### config.mk
export PLATFORM = sky130hd
export DESIGN_NAME = max_window_hold
export DESIGN_NICKNAME = d
export VERILOG_FILES = /design/src/rtl/max_window_pkg.sv /design/src/rtl/max_window_hold.sv
export SDC_FILE = /design/constraint.sdc
export NUM_CORES = 1
export LEC_CHECK = 0
export BUFFER_PORTS_ARGS = -buffer_cell sky130_fd_sc_hd__clkbuf_2
export CAP_MARGIN = 20
export CORE_ASPECT_RATIO = 1.1
export CORE_MARGIN = 2
export CORE_UTILIZATION = 33
export DETAILED_ROUTE_END_ITERATION = 10
export PLACE_DENSITY_LB_ADDON = 0.25
export SYNTH_ARGS = -nofsm -noshare
export SYNTH_HDL_FRONTEND = slang
export SYNTH_SLANG_ARGS = --single-unit
### constraint.sdc
create_clock -name clk -period 8.4 [get_ports clk]
set_input_delay 1.68 -clock clk [delete_from_list [all_inputs] [get_ports clk]]
set_output_delay 1.68 -clock clk [all_outputs]
set_load 0.01 [all_outputs]
### src/rtl/max_window_pkg.sv
// Shared types, default widths and window-length normalisation for max_window_hold.
package max_window_pkg;

  typedef enum logic [0:0] {
    StIdle,
    StRun
  } state_t;

  localparam int unsigned DefWidth = 16;
  localparam int unsigned DefLenW  = 16;

  // A zero-length request degenerates to a single-sample window.
  function automatic logic [31:0] norm_len(input logic [31:0] len);
    return (len == 32'd0) ? 32'd1 : len;
  endfunction

endpackage

### src/rtl/max_window_hold.sv
// Windowed peak-hold: reduces each window of we-strobed samples to a peak value and its index.
// Optional MAX_WINDOW_IDX_EN builds the peak-index tracking; otherwise max_idx is tied to 0.
module max_window_hold
  import max_window_pkg::*;
#(
  parameter int unsigned WIDTH = DefWidth,
  parameter int unsigned LEN_W = DefLenW
) (
  input  logic             clk,
  input  logic             rst,
  input  logic             we,
  input  logic [WIDTH-1:0] data_in,
  input  logic             start,
  input  logic             cont,
  input  logic [LEN_W-1:0] win_len,
  output logic [WIDTH-1:0] max_out,
  output logic [LEN_W-1:0] max_idx,
  output logic             valid,
  output logic             busy
);

  state_t           state_q, state_d;
  logic [LEN_W-1:0] len_q, cnt_q, len_norm;
  logic [WIDTH-1:0] cur_max_q, max_out_q, peak;
  logic             valid_q, sample, take, close, arm;

  assign len_norm = LEN_W'(norm_len(32'(win_len)));
  assign arm      = (state_q == StIdle) && start;
  assign sample   = (state_q == StRun) && we;
  // First sample of a window always loads; later ones only on a strict increase.
  assign take     = (cnt_q == '0) || (data_in > cur_max_q);
  assign close    = sample && (cnt_q == (len_q - LEN_W'(1)));
  assign peak     = take ? data_in : cur_max_q;

  always_ff @(posedge clk) begin
    if (rst) begin
      state_q <= StIdle;
    end else begin
      state_q <= state_d;
    end
  end

  always_comb begin
    state_d = state_q;
    unique case (state_q)
      StIdle:  if (start) state_d = StRun;
      StRun:   if (close && !cont) state_d = StIdle;
      default: state_d = StIdle;
    endcase
  end

  always_ff @(posedge clk) begin
    if (rst) begin
      len_q     <= '0;
      cnt_q     <= '0;
      cur_max_q <= '0;
      max_out_q <= '0;
      valid_q   <= 1'b0;
    end else begin
      valid_q <= close;
      if (arm) begin
        len_q     <= len_norm;
        cnt_q     <= '0;
        cur_max_q <= '0;
      end else if (sample) begin
        cur_max_q <= peak;
        if (close) begin
          max_out_q <= peak;
          cnt_q     <= '0;
          if (cont) len_q <= len_norm;
        end else begin
          cnt_q <= cnt_q + LEN_W'(1);
        end
      end
    end
  end

`ifdef MAX_WINDOW_IDX_EN
  logic [LEN_W-1:0] cur_idx_q, max_idx_q, idx_pick;

  assign idx_pick = take ? cnt_q : cur_idx_q;

  always_ff @(posedge clk) begin
    if (rst) begin
      cur_idx_q <= '0;
      max_idx_q <= '0;
    end else if (arm) begin
      cur_idx_q <= '0;
    end else if (sample) begin
      cur_idx_q <= idx_pick;
      if (close) max_idx_q <= idx_pick;
    end
  end
`endif

  always_comb begin
    busy    = (state_q == StRun);
    valid   = valid_q;
    max_out = max_out_q;
`ifdef MAX_WINDOW_IDX_EN
    max_idx = max_idx_q;
`else
    max_idx = '0;
`endif
  end

endmodule

==> results.sh, run 1 <==
export IMPL_status="finished clean"
export IMPL_netlist_top_cells_area="dfxtp_1 (33%), mux2i_1 (7.8%), ha_1 (6.0%)"
export IMPL_period_needed_ns=3.80
export IMPL_hold_class="reg2reg"
export IMPL_fin_crit_sh=0.453
export IMPL_p_per_area_nw_per_um2=191
export IMPL_rows=42
export IMPL_die_area_um2=13000
export IMPL_synthTopCellsByCount="dfxtp_1 (66), nor2_1 (42), nand2b_1 (34)"
export IMPL_avgViaCountPerCell=4.93
export IMPL_crit_fanout=9
export IMPL_area_delta_synth_final_pct=16.5
export IMPL_grt_util_all_layers=0.155
export IMPL_syn_area_per_cell_um2=8.62
export IMPL_p_leak_uw=0.00193
export IMPL_critPathCapture="max_out[4]"
export IMPL_cts_sinks=66
export IMPL_core_um2=11900
export IMPL_dp_hpwl_um=6730
export IMPL_stdcell_count=664
export IMPL_cp_data_required_time_ns=8.56
export IMPL_wl_per_cell_um=13.8
export IMPL_ys_seq_area_frac=0.332
export IMPL_rsz0062_at_grt="false"
export IMPL_syn_inst=462
export IMPL_postRouteAntennaNets=0
export IMPL_tightestPinTransition_ns=1.05
export IMPL_rrSetupSlack_ns=4.96
export IMPL_cts_resized=0
export IMPL_dpl_cell_count=647
export IMPL_hold_violations=0
export IMPL_async_reset_ff_frac=0
export IMPL_drt_iter0_drc=131
export IMPL_yosysMostFrequentCell="dfxtp_1"
export IMPL_startpoint="data_in[15]"
export IMPL_slew_viol_final=0
export IMPL_slew_headroom=0.295
export IMPL_synth_edf_count=0
export IMPL_cts_setup_buffers=0
export IMPL_drtPass1Iterations=4
export IMPL_finalClockSkew_ns=0.00482
export IMPL_maxCapViolations=0
export IMPL_utilization=0.389
export IMPL_gp_congestion=0.804
export IMPL_grt_max_degree=53
export IMPL_start_kind="input port"
export IMPL_synth_top_area_frac=0.332
export IMPL_grt_pass1_wl_um=15900
export IMPL_grt_pass1_vias=3254
export IMPL_ys_dominant_reg_cell="dfxtp_1"
export IMPL_setup_tns_final_ns=0
export IMPL_arrival_ns=3.96
export IMPL_path_clk_slew_ns=0.05
export IMPL_crit_path_end_kind="flop"
export IMPL_drc=0
export IMPL_reg2reg_to="cnt_q[15]"
export IMPL_die_h_um=119
export IMPL_pre_cts_ws_ns=4.26
export IMPL_fmax_mhz=263
export IMPL_nets=561
export IMPL_io_buffers=54
export IMPL_synth_distinct_cells=52
export IMPL_synth_seq_cells=66
export IMPL_r2r_start="len_q[0]"
export IMPL_die_x_um=109
export IMPL_worstSetupPathType="in2reg"
export IMPL_ioPinCount=71
export IMPL_grt_overflow=0
export IMPL_route_vias_total=3273
export IMPL_cts_tree="done"
export IMPL_routed_wl_um=9170
export IMPL_fin_ws_ns=4.60
export IMPL_setup_violations=0
export IMPL_cts_buffers=9
export IMPL_diodes=0
export IMPL_root_buffer="clkbuf_16"
export IMPL_ctsHtreeMaxLevel=3
export IMPL_antenna_found_initial=0
export IMPL_vdd_drop_max_v=0.0000766
export IMPL_clk_latency_ns=0.33
export IMPL_hold_buffers=0
export IMPL_synth_area_um2=3980
export IMPL_drive_gt1_frac=0.163
export IMPL_cts_buffer_depth=2
export IMPL_reg2reg_depth=10
export IMPL_yosysWarnings=0
export IMPL_synth_largest_area_cell="dfxtp_1"
export IMPL_start_util=0.334
area by class of cell:
| cell class | instances | area, µm² |
|---|---|---|
| inverters | 24 | 90.1 |
| fillers | 1243 | 7290 |
| clock inverters | 7 | 118 |
| multi-input cells | 346 | 2370 |
| clock buffers | 9 | 225 |
| flip-flops and latches | 66 | 1320 |
| well taps | 154 | 193 |
| repair buffers | 58 | 320 |
worst min path at each step:
stage / slack (ns) / cells past startpoint / end / startpoint
after CTS: 0.50 / 2 / len_q[15] / len_q[15]
final: 0.50 / 2 / max_out[2] / max_out[2]
after floorplan: 0.46 / 2 / len_q[15] / len_q[15]
after global routing: 0.52 / 2 / len_q[15] / len_q[15]
after global placement: 0.49 / 2 / max_out[3] / max_out[3]
after detailed placement: 0.49 / 2 / len_q[15] / len_q[15]
metal layers:
metal,GRT usage,up-vias,wire [µm]
met5,0,-,0
met4,0.0617,0,100
met3,0.0317,12,384
met2,0.256,57,4450
met1,0.196,1529,4230
li1,-,1675,-
worst max-delay path, cell delays in order:
cell      delay [ns]
clkbuf_2        0.09
ha_1            0.31
nand4_1         0.15
nor4_1          0.36
nand2_1         0.11
a31oi_2         0.56
buf_4           0.33
mux2i_1         0.26
a211oi_1        0.11
registers in the layout, indices dropped and copies added (netlist names):
name	flops
valid	1
len_q	16
busy	1
cnt_q	16
cur_max_q	16
max_out	16
cell families after synthesis:
family,after synthesis,share of synthesized area
muxes,33,0.0836
buffers and inverters,65,0.0883
other,1,0.000942
xor gates and xnor gates,33,0.0726
DFF,66,0.332
and+or+nand+nor,155,0.216
adders and majority gates,19,0.0597
AOI/OAI and AO/OA,90,0.147
cell usage in the layout (no fill, tap or decap), drive strengths merged, types with 17 or more instances in the layout:
master / n
o21ai: 20
a21oi: 33
xnor2: 17
a211oi: 20
nand2b: 34
inv: 24
ha: 19
clkbuf: 63
dfxtp: 66
nor2: 42
mux2i: 31
metrics by stage:
step           hold WS, ns  power [µW]  area [µm²]
2_1_floorplan        0.463         436        4040
3_3_place_gp         0.489         458        4270
3_5_place_dp         0.490         461        4270
4_1_cts              0.500         894        4610
5_1_grt              0.522         926        4640
6_report             0.501         885        4640
report_power, final:
part / switching, µW / internal, µW / total [µW] / leakage [µW]
clock network: 140 / 290 / 430 / 0.000169
logic: 68.2 / 53.3 / 122 / 0.00122
registers: 12.0 / 322 / 334 / 0.000536
No activity file was read; power rests on OpenSTA's default activity.
==> run 2, diff against run 1 <==
- clock period: 8.4 -> 3.44 ns (I/O delays scaled with it)
==> results.sh, run 2 (synthesis gave the netlist of run 1 again) <==
export IMPL_status="finished clean"
export IMPL_path_clk_slew_ns=0.06
export IMPL_rsz0062_at_grt="false"
export IMPL_hold_violations=0
export IMPL_cts_buffer_depth=2
export IMPL_diodes=0
export IMPL_placed_area_um2=4330
export IMPL_hold_buffers=0
export IMPL_vdd_drop_max_v=0.000260
export IMPL_worstSetupPathType="reg2reg"
export IMPL_cp_data_required_time_ns=3.69
export IMPL_slew_viol_final=0
export IMPL_core_um2=11900
export IMPL_cts_sinks=66
export IMPL_grt_pass1_vias=3181
export IMPL_grt_util_all_layers=0.152
export IMPL_period_needed_ns=3.14
export IMPL_drt_iter0_drc=140
export IMPL_setup_violations=0
export IMPL_min_to="len_q[15]"
export IMPL_setup_tns_final_ns=0
export IMPL_area_delta_synth_final_pct=17.0
export IMPL_final_common_cell="dfxtp_1"
export IMPL_slew_headroom=0.633
export IMPL_nets=569
export IMPL_grt_max_degree=52
export IMPL_drive_gt1_frac=0.178
export IMPL_met1_usage=0.185
export IMPL_crit_path_end_kind="flop"
export IMPL_fill_cells=1207
export IMPL_gr_usage_met3=0.0394
export IMPL_tightestPinTransition_ns=0.545
export IMPL_antenna_found_initial=0
export IMPL_die_area_um2=13000
export IMPL_rrSetupSlack_ns=0.30
export IMPL_wl_per_cell_um=13.7
export IMPL_fin_crit_sh=0.913
export IMPL_die_x_um=109
export IMPL_grt_pass1_wl_um=15400
export IMPL_slowest_delay_ns=0.48
export IMPL_maxCapViolations=0
export IMPL_final_cell_area_um2=4660
export IMPL_die_h_um=119
export IMPL_ctsHtreeMaxLevel=3
export IMPL_grt_overflow=0
export IMPL_cts_buffers=9
export IMPL_p_per_area_nw_per_um2=451
export IMPL_slowest_stage="or3b_1"
export IMPL_start_util=0.334
export IMPL_fmax_mhz=318
export IMPL_met2_usage=0.244
export IMPL_busiest_layer="met2"
export IMPL_reg2reg_to="max_out[14]"
export IMPL_drtPass1Iterations=5
export IMPL_path_delay_family="simple AND/OR/NAND/NOR gates"
export IMPL_worstHoldPathCells=2
export IMPL_p_leak_uw=0.00194
export IMPL_route_vias_total=3332
export IMPL_ioPinCount=71
export IMPL_cts_resized=0
export IMPL_cp_buffers_inverters=2
export IMPL_final_cell_mix="dfxtp_1 (66), clkbuf_2 (54), nor2_1 (42), nand2b_1 (34), a21oi_1 (32)"
export IMPL_hold_class="reg2reg"
export IMPL_root_buffer="clkbuf_16"
export IMPL_start_kind="flop"
export IMPL_routed_wl_um=9200
export IMPL_rows=42
export IMPL_crit_fanout=14
export IMPL_holdCritStartpoint="len_q[15]"
export IMPL_cts_setup_buffers=0
export IMPL_dp_hpwl_um=6840
export IMPL_crit_chain="inv_1 > ha_1 > or3b_1 > nor4_1 > o22ai_1 > a2111oi_1 > and4_2 > buf_4 > nor2_1 > a211oi_1"
export IMPL_gp_congestion=0.814
export IMPL_postRouteAntennaNets=0
export IMPL_arrival_ns=3.39
export IMPL_r2r_start="len_q[0]"
export IMPL_drc=0
export IMPL_clk_latency_ns=0.34
export IMPL_reg2reg_depth=10
export IMPL_avgViaCountPerCell=4.96
export IMPL_finalClockSkew_ns=0.00754
export IMPL_io_buffers=54
export IMPL_cts_tree="done"
## run 2: changes by cell type in the layout (fill, tap and decap cells not counted)
cell	change
buf_4	+8
clkinvlp_4	+2
and4_1	-1
and4_2	+1
buf_16	-1
buf_6	+1
bufinv_16	-1
clkinv_4	-1
## run 2: through the flow
step	instances	utilization	hold slack (ns)	setup WS, ns	total power [µW]
2_1_floorplan	477	-	0.463	0.504	1060
3_3_place_gp	655	0.363	0.485	0.418	1130
3_5_place_dp	655	0.363	0.490	0.213	1130
4_1_cts	671	0.390	0.497	0.183	2130
5_1_grt	672	0.391	0.521	0.0109	2200
6_report	672	0.391	0.493	0.299	2100
## run 2: how the worst max path moves through the flow
stage | startpoint | end | slack (ns) | depth (start not counted)
floorplan | data_in[15] | max_out[5] | 0.50 | 8
global placement | len_q[0] | max_out[14] | 0.42 | 10
detailed placement | len_q[0] | max_out[14] | 0.21 | 10
CTS | len_q[0] | max_out[14] | 0.18 | 10
global route | len_q[0] | max_out[9] | 0.01 | 10
finish | len_q[0] | max_out[14] | 0.30 | 10
## run 2: layer usage
metal  part of all wire  wire length, µm  up-vias
met5                  0                0        -
met4              0.027              251        0
met3              0.043              391       19
met2               0.47             4310       68
met1               0.46             4250     1544
li1                   -                -     1701
## run 2: layout make-up
class,instances,area [µm²],share of cell area
clock inverters,7,93.8,0.0201
flip-flops and latches,66,1320,0.284
clock buffers,9,225,0.0483
multi-input cells,346,2370,0.509
inverters,24,90.1,0.0193
well taps,154,193,0.0414
repair buffers,66,364,0.0781
## run 2: report_power, final
group	internal (µW)	switching (µW)	total, µW
combinational	136	172	308
clock	632	349	981
sequential	786	26.8	813
total	1550	548	2100
## run 2: worst min-delay path, delay by kind of cell (launching register included)
family           cells  cell delay, ns
DFF                  1            0.32
and+or+nand+nor      1            0.07
muxes                1            0.06
==> run 3, diff against run 2 <==
- CORE_ASPECT_RATIO: 1.1 -> 1.5
- CORE_MARGIN: 2 -> 1
- PLACE_DENSITY: unset -> 0.55
- PLACE_DENSITY_LB_ADDON: 0.25 -> unset
==> results.sh, run 3 (synthesis gave the netlist of run 1 again) <==
export IMPL_slowest_delay_ns=0.51
export IMPL_p_leak_uw=0.00191
export IMPL_ioPinCount=71
export IMPL_area_delta_synth_final_pct=15.5
export IMPL_grt_overflow=0
export IMPL_dpl_cell_count=651
export IMPL_startpoint="len_q[0]"
export IMPL_grt_pass1_vias=3473
export IMPL_tightestPinTransition_ns=0.909
export IMPL_ctsHtreeMaxLevel=3
export IMPL_final_cell_mix="dfxtp_1 (66), clkbuf_2 (54), nor2_1 (42), nand2b_1 (34), a21oi_1 (32)"
export IMPL_antenna_found_initial=0
export IMPL_postRouteAntennaNets=0
export IMPL_cts_buffer_depth=2
export IMPL_crit_fanout=12
export IMPL_start_util=0.342
export IMPL_root_buffer="clkbuf_16"
export IMPL_die_x_um=91.7
export IMPL_grt_max_degree=51
export IMPL_slew_headroom=0.392
export IMPL_vdd_drop_max_v=0.000221
export IMPL_regArea_um2=1320
export IMPL_met3WireLength_um=267
export IMPL_cp_buffers_inverters=2
export IMPL_hold_buffers=0
export IMPL_cts_buffers=9
export IMPL_die_h_um=137
export IMPL_status="finished clean"
export IMPL_hold_violations=0
export IMPL_diodes=0
export IMPL_gp_congestion=0.872
export IMPL_cts_sinks=66
export IMPL_r2r_start="len_q[0]"
export IMPL_clk_latency_ns=0.33
export IMPL_maxCapViolations=0
export IMPL_arrival_ns=3.33
export IMPL_cp_data_required_time_ns=3.68
export IMPL_setup_tns_final_ns=0
export IMPL_final_common_cell="dfxtp_1"
export IMPL_avgViaCountPerCell=5.03
export IMPL_nets=569
export IMPL_fin_crit_sh=0.899
export IMPL_worstSetupPathType="reg2reg"
export IMPL_cts_tree="done"
export IMPL_hold_class="reg2reg"
export IMPL_io_buffers=54
export IMPL_multiInputGateArea_um2=2380
export IMPL_dp_hpwl_um=7610
export IMPL_finalClockSkew_ns=0.00840
export IMPL_drive_gt1_frac=0.174
export IMPL_drt_iter0_drc=128
export IMPL_rows=48
export IMPL_slew_viol_final=0
export IMPL_core_um2=11700
export IMPL_drc=0
export IMPL_min_to="len_q[15]"
export IMPL_rsz0062_at_grt="false"
export IMPL_crit_chain="inv_1 > ha_1 > or3b_1 > nor4_2 > o22ai_1 > a2111oi_1 > and4_1 > buf_4 > nor2_1 > a211oi_1"
export IMPL_worstHoldPathCells=2
export IMPL_slowest_stage="or3b_1"
export IMPL_grt_pass1_wl_um=17000
export IMPL_reg2reg_depth=10
export IMPL_route_vias_total=3357
export IMPL_drt_met1_wl_um=4030
export IMPL_path_clk_slew_ns=0.06
export IMPL_period_needed_ns=3.09
export IMPL_die_area_um2=12500
export IMPL_top_layer="met4"
export IMPL_path_delay_family="simple AND/OR/NAND/NOR gates"
export IMPL_fmax_mhz=324
export IMPL_reg2reg_to="max_out[7]"
export IMPL_routed_wl_um=9930
export IMPL_rrSetupSlack_ns=0.35
export IMPL_crit_path_end_kind="flop"
export IMPL_fill_cells=1220
export IMPL_p_per_area_nw_per_um2=422
export IMPL_setup_violations=0
export IMPL_wl_per_cell_um=14.9
export IMPL_start_kind="flop"
export IMPL_holdCritStartpoint="len_q[15]"
export IMPL_routed_wl_met2_um=5380
export IMPL_stdcell_count=667
export IMPL_drtPass1Iterations=4
export IMPL_grt_util_all_layers=0.172
## run 3: routing by layer
layer	up-vias	global-route usage
met2	65	0.323
met4	0	0.0741
met1	1583	0.189
met5	-	0
met3	17	0.0278
li1	1692	-
## run 3: worst min-delay path: cells and delay by family, from the launching register on
family | cells | cell delay (ns)
AND/OR/NAND/NOR | 1 | 0.07
flip-flops | 1 | 0.32
multiplexers | 1 | 0.06
## run 3: cell type report
cell class,count,area share
Clock buffer,10,0.0498
Inverter,24,0.0196
Timing Repair Buffer,66,0.0784
Multi-Input combinational cell,346,0.517
Sequential cell,66,0.287
Tap cell,150,0.0408
Clock inverter,5,0.00707
## run 3: timing repair
item / 4_1_cts / 5_1_grt
buffers inserted: 0 / 0
gates resized for setup: 0 / 1
endpoints found under the setup margin: 0 / 27
## run 3: worst max path at each step
stage | end | slack [ns] | cells after the start
5_1_grt | max_out[12] | 0.06 | 10
3_3_place_gp | max_out[2] | 0.21 | 9
4_1_cts | max_out[12] | 0.30 | 10
2_1_floorplan | max_out[5] | 0.50 | 8
6_report | max_out[7] | 0.35 | 10
3_5_place_dp | max_out[7] | 0.14 | 9
## run 3: power breakdown
group	switching [µW]	leakage, µW	total [µW]	internal [µW]
combinational	172	0.00126	307	135
sequential	29.8	0.000536	816	787
clock	338	0.000120	819	480
## run 3: per-stage QoR
| step | cell area, µm² | hold WS, ns | power [µW] | worst slack (ns) | utilization |
|---|---|---|---|---|---|
| after floorplan | 4040 | 0.463 | 1060 | 0.504 | - |
| after global placement | 4320 | 0.491 | 1130 | 0.214 | 0.371 |
| after detailed placement | 4320 | 0.489 | 1140 | 0.138 | 0.371 |
| after CTS | 4580 | 0.497 | 1960 | 0.298 | 0.393 |
| after global routing | 4600 | 0.516 | 2040 | 0.0637 | 0.395 |
| final | 4600 | 0.494 | 1940 | 0.349 | 0.395 |
